### src/rtl/sort_result_serializer.sv
// Serializes a 4-word sort result onto a valid/ready stream, one word per accepted beat.
// Each captured frame is checked against the expected order, and order_err reports the result.
module sort_result_serializer #(
    parameter int WIDTH     = 4,
    parameter bit ASCENDING = 1'b1
) (
    input  logic             clk,
    input  logic             rst_n,
    input  logic             load_valid,
    output logic             load_ready,
    input  logic [WIDTH-1:0] d1,
    input  logic [WIDTH-1:0] d2,
    input  logic [WIDTH-1:0] d3,
    input  logic [WIDTH-1:0] d4,
    output logic [WIDTH-1:0] out_data,
    output logic             out_valid,
    input  logic             out_ready,
    output logic             out_last,
    output logic             busy,
    output logic             order_err
);

    typedef enum logic {IDLE, SEND} state_t;

    state_t           state;
    logic [1:0]       idx;
    logic [WIDTH-1:0] frame_buf [4];
    logic             unordered;

    // Equal neighbours are legal in either direction.
    always_comb begin
        unordered = 1'b0;
        if (ASCENDING) begin
            unordered = (d1 > d2) || (d2 > d3) || (d3 > d4);
        end else begin
            unordered = (d1 < d2) || (d2 < d3) || (d3 < d4);
        end
    end

    always_ff @(posedge clk or negedge rst_n) begin
        if (!rst_n) begin
            state     <= IDLE;
            idx       <= '0;
            order_err <= 1'b0;
            for (int unsigned i = 0; i < 4; i++) begin
                frame_buf[i] <= '0;
            end
        end else begin
            case (state)
                IDLE: begin
                    if (load_valid) begin
                        frame_buf[0] <= d1;
                        frame_buf[1] <= d2;
                        frame_buf[2] <= d3;
                        frame_buf[3] <= d4;
                        order_err    <= unordered;
                        idx          <= '0;
                        state        <= SEND;
                    end
                end
                SEND: begin
                    if (out_ready) begin
                        if (idx == 2'd3) begin
                            idx   <= '0;
                            state <= IDLE;
                        end else begin
                            idx <= idx + 2'd1;
                        end
                    end
                end
                default: state <= IDLE;
            endcase
        end
    end

    // Outputs decode registered state only, so no input reaches an output combinationally.
    assign load_ready = (state == IDLE);
    assign busy       = (state == SEND);
    assign out_valid  = (state == SEND);
    assign out_last   = (state == SEND) && (idx == 2'd3);
    assign out_data   = (state == SEND) ? frame_buf[idx] : '0;

endmodule

### config.mk
export PLATFORM = sky130hd
export DESIGN_NAME = sort_result_serializer
export DESIGN_NICKNAME = d
export VERILOG_FILES = /design/src/rtl/sort_result_serializer.sv
export SDC_FILE = /design/constraint.sdc
export NUM_CORES = 1
export LEC_CHECK = 0
export CAP_MARGIN = 10
export CORE_MARGIN = 2
export CORE_UTILIZATION = 45
export DETAILED_ROUTE_END_ITERATION = 8
export GPL_TIMING_DRIVEN = 0
export PLACE_DENSITY = 0.73
export SLEW_MARGIN = 30
export SYNTH_ARGS = -nofsm -noshare
export SYNTH_HDL_FRONTEND = slang
export SYNTH_SLANG_ARGS = --single-unit
export TNS_END_PERCENT = 5
### constraint.sdc
create_clock -name clk -period 2.4 [get_ports clk]
set_clock_uncertainty 0.2 [all_clocks]
set_input_delay 0.48 -clock clk [delete_from_list [all_inputs] [get_ports clk]]
set_output_delay 0.48 -clock clk [all_outputs]
set_load 0.01 [all_outputs]
==> summary.log <==
[detailed_routing] count of routing violations after the opening detailed-route iteration 25
[final_layout] area of combinational cells with multiple inputs 688 µm²
[sta] maximum frequency from static timing analysis 418 MHz
[placement] final estimated routing congestion in global placement 0.746
[power] switching power as a share of total power 0.283
[flow_run] maximum capacitance violations 0
[global_routing] GRT Resource Usage Total 0.186
[global_routing] initial antenna violation count 0
[synthesis] most area-consuming cells after synthesis sky130_fd_sc_hd__dfrtp_1 39%, sky130_fd_sc_hd__ha_1 13%, sky130_fd_sc_hd__mux2_4 11%, sky130_fd_sc_hd__mux4_2 7.1%, sky130_fd_sc_hd__mux2_2 6.2%
[worst_setup_path] critical setup path kind register to primary output
[synthesis] Primary FF master, synth sky130_fd_sc_hd__dfrtp_1
[cts] clock root buffer sky130_fd_sc_hd__clkbuf_4
[detailed_routing] number of vias after detailed routing 896
[placement] # port buffers 28
[final_layout] Area growth, synth to finish 34.4%
[cts] TritonCTS clock tree yes
[sta] number of failing setup endpoints in the final timing report 0
[synthesis] post-synthesis cell type with the largest combined area sky130_fd_sc_hd__dfrtp_1
[power] portion of total power attributed to the clock network 0.142
[placement] cell area after placement 1600 µm²
[final_layout] Final Non-Filler Cells 171
[power] internal power 1400 µW
[sta] final worst path period need 2.39 ns
[detailed_routing] Residual DRC 0
[sta] tightest slew margin relative to the limit 0.683
[floorplan] Die Footprint 3280 µm²
[power] portion of total power attributed to sequential cells 0.320
[global_routing] first-pass GRT wire length 4.63 mm
[worst_setup_path] required time at the endpoint of the critical path 1.72 ns
[final_layout] final cell area excluding filler cells 1720 µm²
[detailed_routing] Detailed Routing Iterations Pass 1 3
[cts] TritonCTS sink count 20
[worst_hold_path] type of the tightest min-delay check register to register
[sta] Setup TNS 0 ns
[global_routing] vias in the first global route 973
[worst_setup_path] CP Capture Type primary output
[synthesis] Syn Area/Cell 12.4 µm²
[sta] number of endpoints with negative hold slack in the final report 0
[floorplan] Top Ports 29
[synthesis] Mapped Area 1280 µm²
[cts] insertion delay of the later-clocked pin in the worst-skew pair 0.31 ns
[synthesis] count of yosys warnings during synthesis 0
[cts] clock slew seen by the registers of the worst setup and hold paths 0.13 ns
[final_layout] antenna diode count 0
[floorplan] total number of placement rows 19
[placement] cell count after placement 162
[final_layout] Post-layout nets 174
[synthesis] Yosys top cell area share 0.392
[synthesis] share of the yosys chip area belonging to registers 0.392
[synthesis] count of distinct cell types in the synthesized netlist 29
[sta] post-route fraction of the period consumed by the critical path 0.996
[detailed_routing] aggregate routed wire length 2.58 mm
[synthesis] flip-flop and latch count after synthesis 20
[floorplan] die boundary height 57.3 µm
[power] total power divided by cell area 1140 nW/µm²
[detailed_routing] drt wl/cell 15.1 µm
[global_routing] global-route congestion overflow total 0
[power] peak supply drop 0.836 mV
[floorplan] overall die width 57.3 µm
[final_layout] Post-Route Utilization 0.628
[global_routing] largest net degree at the start of global routing 21
[cts] TritonCTS Buffers 3
[sta] setup repair after global routing missed its margin yes
[worst_setup_path] critical path data arrival time 1.71 ns
[synthesis] fraction of registers with async set/reset 1.00
[cts] # H-tree levels 1
[synthesis] syn_nets 136
[power] net load switching power 552 µW
[final_layout] Filler cells 230
[synthesis] most numerous cell types in the synthesized netlist 20 x sky130_fd_sc_hd__dfrtp_1, 13 x sky130_fd_sc_hd__ha_1, 13 x sky130_fd_sc_hd__inv_1
[detailed_routing] DR vias/cell 5.24
[sta] number of max-slew violations in the final report 0
[synthesis] gate count of the mapped netlist 103
[cts] deepest clock path buffer count 2
[floorplan] core footprint 2730 µm²
[final_layout] proportion of layout cells with a drive suffix above 1 0.329
[floorplan] starting density of the core 0.467
[synthesis] number of synthesized flops with an enable pin 0
[placement] dpl hpwl 1.92 mm
[worst_setup_path] Max Fanout on Critical Path 3
[worst_setup_path] critical path launch point type register
[sta] post-route worst hold slack 0.313 ns
[sta] transition time at the pin with the least slew margin 0.475 ns
[power] leakage power 0.000798 µW
[detailed_routing] DRT antenna net count 0
[outcome] status finished clean
[synthesis] most frequent cell after synthesis sky130_fd_sc_hd__dfrtp_1
[power] combinational group share of total power 0.538
[final_layout] storage element area 502 µm²
[placed cells by master (no fill, tap or decap), types with 2 or more instances in the layout]
cell type,count
sky130_fd_sc_hd__clkdlybuf4s50_1,23
sky130_fd_sc_hd__dfrtp_1,19
sky130_fd_sc_hd__inv_1,13
sky130_fd_sc_hd__ha_1,13
sky130_fd_sc_hd__mux2_4,9
sky130_fd_sc_hd__buf_6,7
sky130_fd_sc_hd__mux2_2,7
sky130_fd_sc_hd__mux4_2,4
sky130_fd_sc_hd__and2_4,4
sky130_fd_sc_hd__nor2_1,4
sky130_fd_sc_hd__a21oi_1,4
sky130_fd_sc_hd__nor2b_1,3
sky130_fd_sc_hd__buf_4,3
sky130_fd_sc_hd__clkbuf_4,3
sky130_fd_sc_hd__o21ai_0,2
sky130_fd_sc_hd__nand4_1,2
sky130_fd_sc_hd__buf_12,2
[worst max-delay path, stage by stage, from the launching register on]
cell and delay (ns):
sky130_fd_sc_hd__dfrtp_1 0.40, sky130_fd_sc_hd__buf_6 0.13, sky130_fd_sc_hd__buf_6 0.09, sky130_fd_sc_hd__mux4_2 0.49, sky130_fd_sc_hd__and2_4 0.18, sky130_fd_sc_hd__buf_6 0.11
[metal layers]
metal | up-vias | GRT usage | routed length (µm)
met1 | 428 | 0.238 | 1220
met5 | - | 0 | 0
met2 | 23 | 0.327 | 1220
met3 | 2 | 0.0522 | 133
met4 | 0 | 0.0199 | 10
li1 | 443 | - | -
[worst paths after layout]
check                             start       endpoint  cells after the start  slack (ns)
max                              idx[0]    out_data[0]                      5        0.01
min                        frame_buf[1]   frame_buf[1]                      1        0.31
min in group asynchronous         rst_n  frame_buf[15]                      2        0.44
min reg2reg                frame_buf[1]   frame_buf[1]                      1        0.31
max reg2reg                        busy   frame_buf[0]                      4        0.74
max in group asynchronous         rst_n         idx[1]                      2        1.22
[metrics by stage]
stage	power, µW	worst slack [ns]
after floorplan	1180	0.586
after global placement	1500	-0.0311
after detailed placement	1520	-0.0482
after CTS	1850	0.00558
after global routing	2090	-0.0680
final	1950	0.00984
[layout make-up]
class / instances / share of cell area
Buffer: 4 / 0.0292
Clock buffer: 3 / 0.0131
Clock inverter: 1 / 0.0175
Timing Repair Buffer: 33 / 0.196
Inverter: 13 / 0.0284
Multi-Input combinational cell: 66 / 0.401
Sequential cell: 20 / 0.292
Tap cell: 31 / 0.0226
[state kept, by name, indices dropped and copies added, names as in the netlist]
register   flops
idx            2
frame_buf     16
busy           1
order_err      1
[repair_timing]
item                                   in CTS  in global routing
hold buffers                                0                  1
endpoints found under the hold margin       0                 20
setup endpoints to repair                   5                  5
resized for setup                          19                  7
buffers inserted                            4                  0
[power by group through the flow]
stage,Sequential (µW),Combinational [µW],Clock [µW]
floorplan,593,589,0
global placement,621,876,0
detailed placement,634,887,0
CTS,627,933,287
global route,650,1130,302
finish,624,1050,278
[cells by family after synthesis]
family,Yosys count,share of synthesized area
AO/OA/AOI/OAI,14,0.0745
adder cells (fa/ha/maj),13,0.127
buffers and inverters,17,0.0774
flip-flops,20,0.392
multiplexers,21,0.246
AND/OR/NAND/NOR,18,0.0833
Note: power is estimated with default switching activity, not from simulation.
